$ cat src/rtl/onehot_pulse_decoder_pkg.sv
// Shared definitions for the one-hot pulse decoder and its companion priority
// encoder: state encoding, channel-count defaults and a clog2 helper.
package onehot_pulse_decoder_pkg;

  localparam int unsigned DEF_IDX_W = 3;
  localparam int unsigned DEF_OUT_W = 8;

  typedef enum logic [1:0] {
    ST_IDLE  = 2'd0,
    ST_PULSE = 2'd1,
    ST_GAP   = 2'd2
  } state_e;

  function automatic int unsigned clog2(input int unsigned v);
    int unsigned r;
    r = 0;
    for (int unsigned i = 0; i < 31; i++) begin
      if ((32'd1 << i) < v) r = i + 1;
    end
    return r;
  endfunction

endpackage

$ cat src/rtl/onehot_pulse_decoder_hold_counter.sv
// Loadable down-counter that parks at zero; shared by the PULSE and GAP phases.
module hold_counter #(
  parameter int unsigned CNT_W = 2
) (
  input  logic             clk,
  input  logic             rst_n,
  input  logic             clr_i,
  input  logic             load_i,
  input  logic [CNT_W-1:0] load_val_i,
  output logic             zero_o,
  output logic             one_o
);

  logic [CNT_W-1:0] cnt_q;

  always_ff @(posedge clk or negedge rst_n) begin
    if (!rst_n) begin
      cnt_q <= '0;
    end else if (clr_i) begin
      cnt_q <= '0;
    end else if (load_i) begin
      cnt_q <= load_val_i;
    end else if (cnt_q != '0) begin
      cnt_q <= cnt_q - 1'b1;
    end
  end

  assign zero_o = (cnt_q == '0);
  assign one_o  = (cnt_q == CNT_W'(1));

endmodule

$ cat src/rtl/onehot_pulse_decoder.sv
// Sequential 3-to-8 decoder: accepts an encoded channel over valid/ready and
// drives the matching one-hot line for PULSE_CYCLES, followed by an idle gap.
module onehot_pulse_decoder
  import onehot_pulse_decoder_pkg::*;
#(
  parameter int unsigned IDX_W        = DEF_IDX_W,
  parameter int unsigned OUT_W        = DEF_OUT_W,
  parameter int unsigned PULSE_CYCLES = 4,
  parameter int unsigned GAP_CYCLES   = 1
) (
  input  logic             clk,
  input  logic             rst_n,
  input  logic             in_valid,
  output logic             in_ready,
  input  logic [IDX_W-1:0] in_idx,
  input  logic             abort,
  output logic [OUT_W-1:0] y,
  output logic             y_active,
  output logic             done,
  output logic             err
);

  localparam int unsigned MAX_PG = (PULSE_CYCLES > GAP_CYCLES) ? PULSE_CYCLES : GAP_CYCLES;
  localparam int unsigned CNT_W  = clog2((MAX_PG > 2) ? MAX_PG : 2);
  localparam logic [CNT_W-1:0] PULSE_LD = CNT_W'(PULSE_CYCLES - 1);
  localparam logic [CNT_W-1:0] GAP_LD   = CNT_W'(GAP_CYCLES - 1);

  state_e           state_q, state_d;
  logic [OUT_W-1:0] y_q, y_d;
  logic             act_q, act_d;
  logic             done_q, done_d;
  logic             err_q, err_d;
  logic             cnt_clr, cnt_load, cnt_zero, cnt_one;
  logic [CNT_W-1:0] cnt_val;

  assign in_ready = (state_q == ST_IDLE) & ~abort;

  hold_counter #(.CNT_W(CNT_W)) u_hold_counter (
    .clk        (clk),
    .rst_n      (rst_n),
    .clr_i      (cnt_clr),
    .load_i     (cnt_load),
    .load_val_i (cnt_val),
    .zero_o     (cnt_zero),
    .one_o      (cnt_one)
  );

  // done is registered, so it is raised on the edge that makes the counter reach 0 in PULSE
  always_comb begin
    state_d  = state_q;
    y_d      = y_q;
    act_d    = act_q;
    done_d   = 1'b0;
    err_d    = 1'b0;
    cnt_clr  = 1'b0;
    cnt_load = 1'b0;
    cnt_val  = '0;
    unique case (state_q)
      ST_IDLE: begin
        if (in_valid && in_ready) begin
          if (32'(in_idx) < OUT_W) begin
            state_d  = ST_PULSE;
            y_d      = OUT_W'(1) << in_idx;
            act_d    = 1'b1;
            cnt_load = 1'b1;
            cnt_val  = PULSE_LD;
            done_d   = (PULSE_CYCLES == 1);
          end else begin
            err_d = 1'b1;
          end
        end
      end
      ST_PULSE: begin
        if (abort) begin
          state_d = ST_IDLE;
          y_d     = '0;
          act_d   = 1'b0;
          cnt_clr = 1'b1;
        end else if (cnt_zero) begin
          y_d   = '0;
          act_d = 1'b0;
          if (GAP_CYCLES > 0) begin
            state_d  = ST_GAP;
            cnt_load = 1'b1;
            cnt_val  = GAP_LD;
          end else begin
            state_d = ST_IDLE;
          end
        end else begin
          done_d = cnt_one;
        end
      end
      ST_GAP: begin
        if (abort) begin
          state_d = ST_IDLE;
          cnt_clr = 1'b1;
        end else if (cnt_zero) begin
          state_d = ST_IDLE;
        end
      end
      default: begin
        state_d = ST_IDLE;
        y_d     = '0;
        act_d   = 1'b0;
        cnt_clr = 1'b1;
      end
    endcase
  end

  always_ff @(posedge clk or negedge rst_n) begin
    if (!rst_n) begin
      state_q <= ST_IDLE;
      y_q     <= '0;
      act_q   <= 1'b0;
      done_q  <= 1'b0;
      err_q   <= 1'b0;
    end else begin
      state_q <= state_d;
      y_q     <= y_d;
      act_q   <= act_d;
      done_q  <= done_d;
      err_q   <= err_d;
    end
  end

  assign y        = y_q;
  assign y_active = act_q;
  assign done     = done_q;
  assign err      = err_q;

endmodule
$ cat config.mk
export PLATFORM = sky130hd
export DESIGN_NAME = onehot_pulse_decoder
export DESIGN_NICKNAME = d
export VERILOG_FILES = /design/src/rtl/onehot_pulse_decoder_pkg.sv /design/src/rtl/onehot_pulse_decoder_hold_counter.sv /design/src/rtl/onehot_pulse_decoder.sv
export SDC_FILE = /design/constraint.sdc
export NUM_CORES = 1
export LEC_CHECK = 0
export CAP_MARGIN = 20
export CORE_MARGIN = 2
export CORE_UTILIZATION = 40
export DETAILED_ROUTE_END_ITERATION = 7
export PLACE_DENSITY = 0.69
export SLEW_MARGIN = 0
export SYNTH_ARGS = -nofsm -noshare
export SYNTH_HDL_FRONTEND = slang
export SYNTH_SLANG_ARGS = --single-unit
$ cat constraint.sdc
create_clock -name clk -period 4.05 [get_ports clk]
set_input_delay 0.81 -clock clk [delete_from_list [all_inputs] [get_ports clk]]
set_output_delay 0.81 -clock clk [all_outputs]
set_load 0.03 [all_outputs]
-- Word-level counts from Yosys, hierarchy flattened
Cells that the tools add are included.
- input bits: 7
- bits in registers: 14
- output and inout bits: 12
- logic and storage cells: 52
- $add $sub $neg: 1
- reductions and logical operators: 8
- mux-type cells: 28
- eq/ne operators: 6
- shifts and indexed selects: 1
- bitwise gates (word level): 3
- operators with widths (operator ; count):
    2-to-1 mux 8 bit ; 3
    one-hot mux 8 bit (3 select lines) ; 1
    2-to-1 mux 2 bit ; 10
    2-to-1 mux 1 bit ; 10
    left shift 1 x 3 -> 8 bit (first input constant) ; 1
    inequality test 3 bit (second input constant) ; 2
    one-hot mux 2 bit (3 select lines) ; 1
    AND reduction 3 bit ; 2
    equality test 2 x 1 -> 1 bit (second input constant) ; 2
    logical NOT 2 bit ; 2
    one-hot mux 1 bit (2 select lines) ; 2
    one-hot mux 1 bit (3 select lines) ; 1
    nonzero test 3 bit ; 1
    equality test 2 bit (second input constant) ; 1
    inequality test 2 x 1 -> 1 bit (second input constant) ; 1
    inverter 1 bit ; 2
    nonzero test 2 bit ; 1
    OR reduction 2 bit ; 1
    subtractor 2 x 1 -> 2 bit (second input constant) ; 1
    AND 1 bit ; 1
    logical AND 1 bit ; 1

-- Longest topological paths before layout
- word-level depth: 7
- mapped depth: 6
- mapped depth without buffers: 5

-- By module
Synthesis repeated with hierarchy kept, for this count alone.
- cell total of the unflattened synthesis: 75
- area total of the unflattened synthesis: 828.3 µm²
- modules (own cells, without submodules) (module ; times used ; cells an instance ; area each (µm²) ; seq. area each (µm²)):
    onehot_pulse_decoder ; 1 ; 61 ; 686.9 ; 300.3
    hold_counter ; 1 ; 14 ; 141.4 ; 50.0

-- Worst setup path after synthesis
No wires, ideal clock.
- path type: in2out
- start point: input port abort
- end point: output port in_ready
- stages: 1
- path slack: 2095 ps
- arrival: 1145 ps
- data required time: 3240 ps
- path buffers: 0
- cells stage by stage: and2b_1
- longest elaborated chain between the ends: 2
- RTL lines (element ; line ; text):
    from (decl) ; onehot_pulse_decoder.sv:16 ; input logic abort,
    inverter 1 bit ; onehot_pulse_decoder.sv:36 ; assign in_ready = (state_q == ST_IDLE) & ~abort;
    AND 1 bit ; onehot_pulse_decoder.sv:36 ;
    to (decl) ; onehot_pulse_decoder.sv:14 ; output logic in_ready,
No other way between the ends.

-- Worst setup path after layout
Same ends and word-level chain as after synthesis.

==> impl_metrics.yaml <==
global_route:
  grt-ovfl-total: 0
  grt_pass1_vias: 595
  antenna_found_initial: 0
  grt_pass1_wl_um: 2600
  track_usage: 0.143
  grt_start_max_net_pins: 15
yosys:
  synth.avg_cell_area_um2: 10.6
  yosys.area_share.simple: 0.177
  synth_top_area_frac: 0.442
  yosys.area.top_type: "dfrtp_1"
  synthDistinctLibCells: 31
  ys.flop_type: "dfrtp_1"
  synthCells: 75
  synth_seq_cells: 14
  synth_compound_area_frac: 0.182
  yosysSeqAreaShare: 0.442
  synthesis.nets: 88
  synth_top_family_by_area: "compound AO/OA/AOI/OAI gates"
  async_flop_share: 1.00
  synth_most_common_cell: "dfrtp_1"
  yosys.area_share.xor_xnor: 0
  synth.area.top_cells: "dfrtp_1 (44%), ha_1 (9.5%), a32o_1 (5.1%), o2bb2ai_1 (4.4%), inv_1 (4.3%)"
  syn-cell-area_um2: 792
  synth-edff-count: 0
  ys_warn_count: 0
  yosys-top-cells-count: "dfrtp_1 (14), inv_1 (9), ha_1 (6)"
  muxShareOfSynthArea: 0.0269
  synth_fa_ha_area_frac: 0.0948
clocking:
  clk_pin_slew_worst_paths_ns: 0.07
  clock_sinks: 14
  cts_buffers: 3
  clkLatencyLatePin_ns: 0.27
  cts-resized-gates: 0
  clock_path_buffers: 2
  cts_tree: "yes"
  root_buffer: "clkbuf_4"
  cts_setup_buffers: 0
  hold_buffers: 0
  htree_levels: 1
pwr:
  worst_ir_drop_vdd_uv: 368
  p_leak_nw: 0.459
  powerDensity_nw_per_um2: 546
cells_and_area:
  drive_gt1_frac: 0.0435
  flow.area_growth_from_synthesis_pct: 25.6
  nNetsFinal: 107
  antenna_cells: 0
  final_util: 0.518
  fill_cells: 200
floorplanning:
  dieArea_um2: 2350
  start_util: 0.412
  rows: 16
  top_level_ports: 19
  die_w_um: 48.5
  fp.dieH_um: 48.5
  core_area_um2: 1920
drt:
  drtIter0Drc: 9
  detail_route.first_pass.iterations: 4
  drt-total-wl_um: 1470
  vias: 621
  routed_via_density: 5.22
  drcViolationCount: 0
  post_drt_wl_per_cell_um: 12.3
  antenna_left: 0
timing:
  slew_headroom: 0.573
  rsz0062_at_grt: "false"
  fmax_mhz: 329
  fin_worst_skew_ns: 0.00159
  finalWorstSetupSlack_ns: 1.01
  tightest_slew_ns: 0.639
  final.setup.tns_ns: 0
  hold_violations: 0
  finalSetupViolations: 0
  hold-worst-slack_ns: 0.491
  period_needed_ns: 3.04
  layout_worst_path_cycle_share: 0.751
  slew_viol_final: 0
status:
  run_status: "finished, final reports clean"
flow_run:
  drv_cap: 0
setup_path:
  cp_data_arrival_time_ns: 2.23
  cp_slowest_stage_delay_ns: 0.66
  critPathCaptureType: "primary output"
  critPathLaunchType: "input port"
  required_ns: 3.24
  worst-path-max-fanout: 9
  crit_type: "in -> out"
  path_common_cell: "clkdlybuf4s50_1"
  crit_chain: "clkdlybuf4s50_1 > and2b_1 > clkdlybuf4s50_1"
  cpMaxStageDelayCell: "clkdlybuf4s50_1"
place:
  port_buffers: 17
  hpwl_um: 1140
  pre_cts_slack_ns: 1.01
  globalplace.congestion: 0.737
hold_path:
  hold_path.class: "reg -> reg"
==> worst paths after layout <==
check	from	endpoint	slack, ns	cells past startpoint
worst max-delay path	abort	in_ready	1.01	3
worst min-delay path	y[7]	y[7]	0.49	1
worst max register to register	state_q[1]	state_q[0]	2.38	5
worst min register to register	y[7]	y[7]	0.49	1
max in group asynchronous	rst_n	state_q[0]	2.71	1
min in group asynchronous	rst_n	y_active	0.94	1
==> logic make-up (layout without fill, tap and decap cells) <==
group,count (synthesis),count (layout)
AOI/OAI and AO/OA,17,17
and+or+nand+nor,23,23
adders and majority gates,6,6
DFF,14,14
buffers and inverters,12,29
muxes,2,2
other,1,1
==> layout by cell type (no fill, tap or decap), drive strengths merged, types with 2 or more instances in the layout <==
| master | netlist | layout |
|---|---|---|
| nand2 | 5 | 5 |
| dfrtp | 14 | 14 |
| and2b | 2 | 2 |
| clkbuf | 0 | 3 |
| clkdlybuf4s50 | 0 | 17 |
| and3b | 2 | 2 |
| nor2 | 5 | 5 |
| and2 | 2 | 2 |
| ha | 6 | 6 |
| a32o | 4 | 4 |
| nand2b | 3 | 3 |
| inv | 9 | 9 |
| o2bb2ai | 4 | 4 |
==> flip-flops by register name (all words and copies together) (netlist names) <==
register              flops
u_hold_counter.cnt_q      2
y_active                  1
y                         8
state_q                   2
done                      1
==> area by class of cell <==
type	count	area (um^2)	share of cell area
flip-flops and latches	14	350	0.352
inverters	9	33.8	0.0340
clock buffers	3	22.5	0.0226
repair buffers	17	170	0.171
well taps	27	33.8	0.0340
multi-input cells	49	384	0.386
==> worst max-delay path, delay by kind of cell <==
| kind | cells | cell delay, ns |
|---|---|---|
| buffers and inverters | 2 | 1.18 |
| and+or+nand+nor | 1 | 0.24 |
==> stage by stage <==
stage	cell area [um^2]	total power, mW	cells
6_report	995	0.543	119
5_1_grt	995	0.593	119
4_1_cts	995	0.552	119
3_5_place_dp	972	0.474	116
3_3_place_gp	972	0.467	116
2_1_floorplan	792	0.410	75
==> power breakdown <==
part           internal [mW]  switching (mW)  leakage, nW
Clock                 0.0343          0.0392       0.0138
Sequential             0.167          0.0170        0.189
Combinational          0.121           0.165        0.256
==> per-layer routing <==
metal,wire length [um],global-route usage
met1,661,0.175
met2,697,0.236
met3,83,0.0340
met4,24,0.0714
met5,0,0
(Power assumes the default switching activity.)
